<file path="src/rtl/breath_led_ctrl.sv">
// breath_led_ctrl: mode-selectable LED breathing/chase controller with PWM brightness ramp
module breath_led_ctrl #(
  parameter logic [5:0] CNT_1US_MAX = 6'd49,
  parameter logic [9:0] CNT_1MS_MAX = 10'd999,
  parameter logic [9:0] CNT_1S_MAX  = 10'd999
) (
  input  logic       sys_clk,
  input  logic       sys_rst_n,
  input  logic       en,
  input  logic       key_flag,
  output logic [3:0] led_out,
  output logic [1:0] mode,
  output logic       breath_done
);
  typedef enum logic [1:0] {IDLE = 2'd0, BREATH_ALL = 2'd1, CHASE = 2'd2, ON = 2'd3} mode_t;
  mode_t      mode_q, mode_d;
  logic [5:0] cnt_1us_q, cnt_1us_d;
  logic [9:0] cnt_1ms_q, cnt_1ms_d;
  logic [9:0] cnt_1s_q, cnt_1s_d;
  logic       phase_q, phase_d;
  logic [1:0] idx_q, idx_d;
  logic       done_q, done_d;
  logic [3:0] led_q, led_d;
  logic       mode_chg, run, tick_1us, frame_end, s_wrap, done_evt, pwm_on;
  assign mode_chg  = en && key_flag;
  assign run       = en && (mode_q == BREATH_ALL || mode_q == CHASE);
  assign tick_1us  = cnt_1us_q == CNT_1US_MAX;
  assign frame_end = tick_1us && cnt_1ms_q == CNT_1MS_MAX;
  assign s_wrap    = frame_end && cnt_1s_q == CNT_1S_MAX;
  // a mode change on the wrap edge suppresses the breath-complete event
  assign done_evt  = run && s_wrap && phase_q && !mode_chg;
  assign pwm_on    = phase_q ? (cnt_1ms_q >= cnt_1s_q) : (cnt_1ms_q < cnt_1s_q);
  assign mode        = mode_q;
  assign led_out     = led_q;
  assign breath_done = done_q;
  // mode sequencer: each accepted key press steps to the next mode
  always_comb begin
    mode_d = mode_q;
    if (mode_chg)
      unique case (mode_q)
        IDLE:       mode_d = BREATH_ALL;
        BREATH_ALL: mode_d = CHASE;
        CHASE:      mode_d = ON;
        ON:         mode_d = IDLE;
      endcase
  end
  // timebase counters, breath phase and chase index; mode change clears, en low freezes
  always_comb begin
    cnt_1us_d = cnt_1us_q;
    cnt_1ms_d = cnt_1ms_q;
    cnt_1s_d  = cnt_1s_q;
    phase_d   = phase_q;
    idx_d     = idx_q;
    if (mode_chg) begin
      cnt_1us_d = '0;
      cnt_1ms_d = '0;
      cnt_1s_d  = '0;
      phase_d   = 1'b0;
      idx_d     = '0;
    end else if (run) begin
      cnt_1us_d = tick_1us ? '0 : cnt_1us_q + 6'd1;
      if (tick_1us) cnt_1ms_d = (cnt_1ms_q == CNT_1MS_MAX) ? '0 : cnt_1ms_q + 10'd1;
      if (frame_end) cnt_1s_d = (cnt_1s_q == CNT_1S_MAX) ? '0 : cnt_1s_q + 10'd1;
      if (s_wrap) phase_d = ~phase_q;
      if (done_evt && mode_q == CHASE) idx_d = idx_q + 2'd1;
    end
  end
  // LED pattern and done pulse, registered one cycle behind counters/mode
  always_comb begin
    done_d = done_evt;
    led_d  = !en                 ? 4'hf :
             mode_q == ON         ? 4'h0 :
             mode_q == BREATH_ALL ? {4{~pwm_on}} :
             mode_q == CHASE      ? ~({3'b000, pwm_on} << idx_q) : 4'hf;
  end
  // state registers with asynchronous active-low reset
  always_ff @(posedge sys_clk or negedge sys_rst_n) begin
    if (!sys_rst_n) begin
      mode_q    <= IDLE;
      cnt_1us_q <= '0;
      cnt_1ms_q <= '0;
      cnt_1s_q  <= '0;
      phase_q   <= 1'b0;
      idx_q     <= '0;
      done_q    <= 1'b0;
      led_q     <= 4'hf;
    end else begin
      mode_q    <= mode_d;
      cnt_1us_q <= cnt_1us_d;
      cnt_1ms_q <= cnt_1ms_d;
      cnt_1s_q  <= cnt_1s_d;
      phase_q   <= phase_d;
      idx_q     <= idx_d;
      done_q    <= done_d;
      led_q     <= led_d;
    end
  end
endmodule

</file>
<file path="config.mk">
export PLATFORM = sky130hd
export DESIGN_NAME = breath_led_ctrl
export DESIGN_NICKNAME = d
export VERILOG_FILES = /design/src/rtl/breath_led_ctrl.sv
export SDC_FILE = /design/constraint.sdc
export NUM_CORES = 1
export LEC_CHECK = 0
export CAP_MARGIN = 20
export CORE_MARGIN = 1
export CORE_UTILIZATION = 55
export DETAILED_ROUTE_END_ITERATION = 10
export DONT_BUFFER_PORTS = 1
export PLACE_DENSITY = 0.7
export SLEW_MARGIN = 20
export SYNTH_ARGS = -nofsm -noshare
export SYNTH_HDL_FRONTEND = slang
export SYNTH_SLANG_ARGS = --single-unit
</file>
<file path="constraint.sdc">
create_clock -name sys_clk -period 2.3 [get_ports sys_clk]
set_input_delay 0.46 -clock sys_clk [delete_from_list [all_inputs] [get_ports sys_clk]]
set_output_delay 0.46 -clock sys_clk [all_outputs]
set_load 0.01 [all_outputs]
</file>
==> out/qor.txt <==
========================================================================================================
Synthesized-area fraction occupied by ao, oa, aoi and oai cells                                   0.1475
Global-route wire length before repair                                                          8.197 mm
WP data arrival                                                                                  2.27 ns
Most frequent standard cell in the layout excluding fill and tap cells                      sky130_fd_sc_hd__dfrtp_1
Maximum single-stage delay on the critical path                                                  0.41 ns
Final setup viols                                                                                      0
Num rows                                                                                              22
Unrepaired setup endpoints after global routing                                                       no
Synth Cell Area                                                                             0.002240 sq mm
Combined buffer and inverter count along the critical path                                             2
Drt drc                                                                                                0
Avg Inst Size Synth                                                                          8.995 sq um
Fraction of final layout cells with drive strength greater than 1                                 0.1471
Detailed-routing iteration count for the pre-antenna-repair pass                                       4
Type of the worst min-delay path                                                            primary input to asynchronous set/reset pin
Proportion of synthesized chip area in sequential cells                                           0.4045
Count of pins on the block boundary                                                                   11
Cell at the slowest stage of the critical path                                              sky130_fd_sc_hd__a2111oi_2
Via count of the first global-routing pass                                                         1,736
Final-stage net count                                                                                293
Max clock buf depth                                                                                    2
Largest fanout of any net on the critical path                                                         4
Worst endpoint required time                                                                     2.50 ns
Final period utilization                                                                          0.8994
Leakage component of the power                                                               0.001106 uW
Initial cell density of the core                                                                  0.5939
Relative contribution of the clock network to total power                                          0.305
Via density per instance                                                                           5.822
Post-route setup TNS                                                                                0 ns
Vias                                                                                               1,863
Most common flop cell mapped by yosys                                                       sky130_fd_sc_hd__dfrtp_1
Number of clock sinks                                                                                 36
Maximum operating frequency                                                                    483.4 MHz
Post-synthesis net count                                                                             271
Buffer type at the clock tree root                                                          sky130_fd_sc_hd__clkbuf_8
Routability Congestion                                                                            0.8587
Crit path max-delay family                                                                  compound AO/OA/AOI/OAI gates
H-tree lvl count                                                                                       2
Number of register bits inferred by synthesis                                                         36
Simple-gate area share of the yosys netlist                                                       0.2637
Cells traversed along the worst timing path                                                 inv_1 > ha_1 > a21oi_1 > o21ai_0 > a2111oi_2 > buf_4 > mux2i_2 > o31ai_1
Combined area of the multi-input logic cells                                                0.001254 sq mm
Number of antenna violations at the first check in global routing                                      0
1st-iter DRT viols                                                                                   190
Max-slew headroom                                                                                 0.6887
Critical Path Sink Type                                                                         register
Die area                                                                                    0.004331 sq mm
Die Y                                                                                       65.81 microns
Xor and xnor fraction of the mapped netlist area                                                 0.03911
Avg WL per Cell                                                                             14.89 microns
IO buf count                                                                                           0
Final instance count without filler cells                                                            320
Async SR Flop Fraction                                                                             1.000
Transition time of the tightest slew-check pin                                                 0.4634 ns
# placed instances                                                                                   310
Adder-cell share of the synthesized area                                                          0.1006
Relative contribution of combinational cells to total power                                        0.188
Number of diodes                                                                                       0
Fraction of power spent switching nets                                                            0.3076
Half-perimeter wire length after detailed placement                                             3.441 mm
Wire length after detailed routing                                                              4.764 mm
Area taken by flip-flops and latches                                                         905.9 sq um
Yosys Warn Count                                                                                       0
Count of nets left with antenna violations after detail routing                                        0
Post-route minimum period                                                                       2.069 ns
Type of element launching the critical path                                                     register
Final count of hold timing violations                                                                  0
Horizontal extent of the die                                                                65.81 microns
Standard cell core area                                                                     0.003771 sq mm
Clock tree from TritonCTS                                                                            yes
Proportion of synthesized area in mux cells                                                     0.004469
Commonest non-fill, non-tap cells in the layout                                             32 x sky130_fd_sc_hd__dfrtp_1, 25 x sky130_fd_sc_hd__nor2_1, 24 x sky130_fd_sc_hd__nand2_1, 24 x sky130_fd_sc_hd__o21ai_0, 18 x sky130_fd_sc_hd__ha_1
Final max-slew violation count                                                                         0
Maximum number of pins on one net before global-route repair                                          33
Synthesis-to-layout area growth                                                                   13.02%
Number of buffers added by the clock tree synthesis step                                               5
Power density over the cells                                                                604.8 mW/mm^2
Cell Int Power                                                                                   1060 uW
Switch Pwr                                                                                      470.9 uW
Aggregate global-route resource usage                                                             0.2514
Later-pin clock latency in the skew report                                                       0.29 ns
Number of fillers in the final layout                                                                318
Dominant combinational cell family by area after synthesis                                  simple AND/OR/NAND/NOR gates
Worst setup path category                                                                   register to register
Clock skew after layout                                                                      0.006728 ns
Number of distinct standard cells referenced by the synthesized netlist                               46
Peak VDD IR                                                                                    0.4196 mV
Number of instances in the synthesized netlist                                                       249
Max-cap check violation count                                                                          0
Status                                                                                      finished clean
Sequential share of power                                                                          0.507
Post-CTS clock slew at the launch and capture registers of the worst setup and hold paths        0.07 ns
Remaining global-route overflow                                                                        0
Count of flip-flops with a built-in enable after synthesis                                             0
========================================================================================================
==> power groups by stage <==
stage	logic (uW)	clock network [uW]	registers, uW
floorplan	216	0	779
global placement	258	0	788
detailed placement	266	0	790
CTS	283	476	778
global route	338	502	787
finish	288	467	777
==> timing repair <==
| action | 4_1_cts | 5_1_grt |
|---|---|---|
| gates cloned | 0 | 0 |
| endpoints found under the setup margin | 1 | 4 |
| gates resized for setup | 1 | 2 |
| hold buffers | 2 | 0 |
| hold endpoints to repair | 32 | 0 |
| buffers inserted | 0 | 0 |
==> worst register-to-register path: stages (launching register included) <==
cell and delay [ns]:
sky130_fd_sc_hd__dfrtp_1 0.38, sky130_fd_sc_hd__inv_1 0.08, sky130_fd_sc_hd__ha_1 0.30, sky130_fd_sc_hd__a21oi_1 0.14, sky130_fd_sc_hd__o21ai_0 0.11, sky130_fd_sc_hd__a2111oi_2 0.41, sky130_fd_sc_hd__buf_4 0.18, sky130_fd_sc_hd__mux2i_2 0.27
sky130_fd_sc_hd__o31ai_1 0.11
==> area by class of cell <==
type / instances / share of cell area
multi-input combinational: 192 / 0.4953
sequential: 36 / 0.3579
timing repair buffer: 19 / 0.06228
clock buffer: 8 / 0.03559
inverter: 17 / 0.02521
tap: 48 / 0.02373
==> cell families after synthesis <==
group | after synthesis
simple gates | 108
flops | 36
xor+xnor | 10
buf+inv | 21
mux | 1
fa+ha+maj | 18
compound gates | 55
==> flip-flops by register name, summed over array words and instances, names as in the netlist <==
register	cells
cnt_1us_q	6
breath_done	1
mode	2
phase_q	1
cnt_1s_q	10
cnt_1ms_q	10
led_out	4
idx_q	2
==> synthesized netlist by cell type (5+ instances only) <==
cell type                 number  share of area
sky130_fd_sc_hd__o21ai_0      24          0.054
sky130_fd_sc_hd__nor2_1       25          0.042
sky130_fd_sc_hd__a21oi_1      14          0.031
sky130_fd_sc_hd__dfrtp_1      32           0.36
sky130_fd_sc_hd__nor3_1        7          0.016
sky130_fd_sc_hd__o31ai_1       5          0.017
sky130_fd_sc_hd__ha_1         18           0.10
sky130_fd_sc_hd__inv_1        17          0.028
sky130_fd_sc_hd__nand4_1      10          0.028
sky130_fd_sc_hd__xor2_1        9          0.035
sky130_fd_sc_hd__nand2_1      24          0.040
sky130_fd_sc_hd__nand3_1      15          0.034
==> layer usage <==
metal / vias to the layer above / share of wire / GRT usage
met2: 31 / 0.46 / 0.3878
met4: 0 / 0.017 / 0.1005
met5: - / 0 / 0
met1: 890 / 0.50 / 0.3472
li1: 933 / - / -
met3: 9 / 0.024 / 0.04310
==> final timing paths <==
check | end | slack, ns | cells past startpoint | from
max | led_out[0]$_DFF_PN1_ | 0.23 | 8 | cnt_1s_q[5]$_DFFE_PN0P_
min | led_out[0]$_DFF_PN1_ | 0.01 | 0 | sys_rst_n
max reg2reg | led_out[0]$_DFF_PN1_ | 0.23 | 8 | cnt_1s_q[5]$_DFFE_PN0P_
min reg2reg | cnt_1s_q[8]$_DFFE_PN0P_ | 0.56 | 1 | cnt_1s_q[8]$_DFFE_PN0P_
max in group asynchronous | cnt_1ms_q[7]$_DFFE_PN0P_ | 1.48 | 2 | sys_rst_n
min in group sys_clk | led_out[1]$_DFF_PN1_ | 0.42 | 3 | en
==> stage by stage <==
stage | power [uW] | utilization | hold slack [ns] | setup WS [ns] | area [sq um]
floorplan | 994.6 | - | 0.1644 | 0.3466 | 2240
detailed placement | 1056 | 0.6367 | 0.1654 | 0.02162 | 2401
finish | 1531 | 0.6712 | 0.01309 | 0.2314 | 2531
CTS | 1537 | 0.6689 | 0.007499 | 0.07527 | 2522
global placement | 1045 | 0.6367 | 0.1650 | 0.04765 | 2401
global route | 1627 | 0.6712 | 0.0005642 | 0.07846 | 2531
Power figures use the tool's default switching activity.
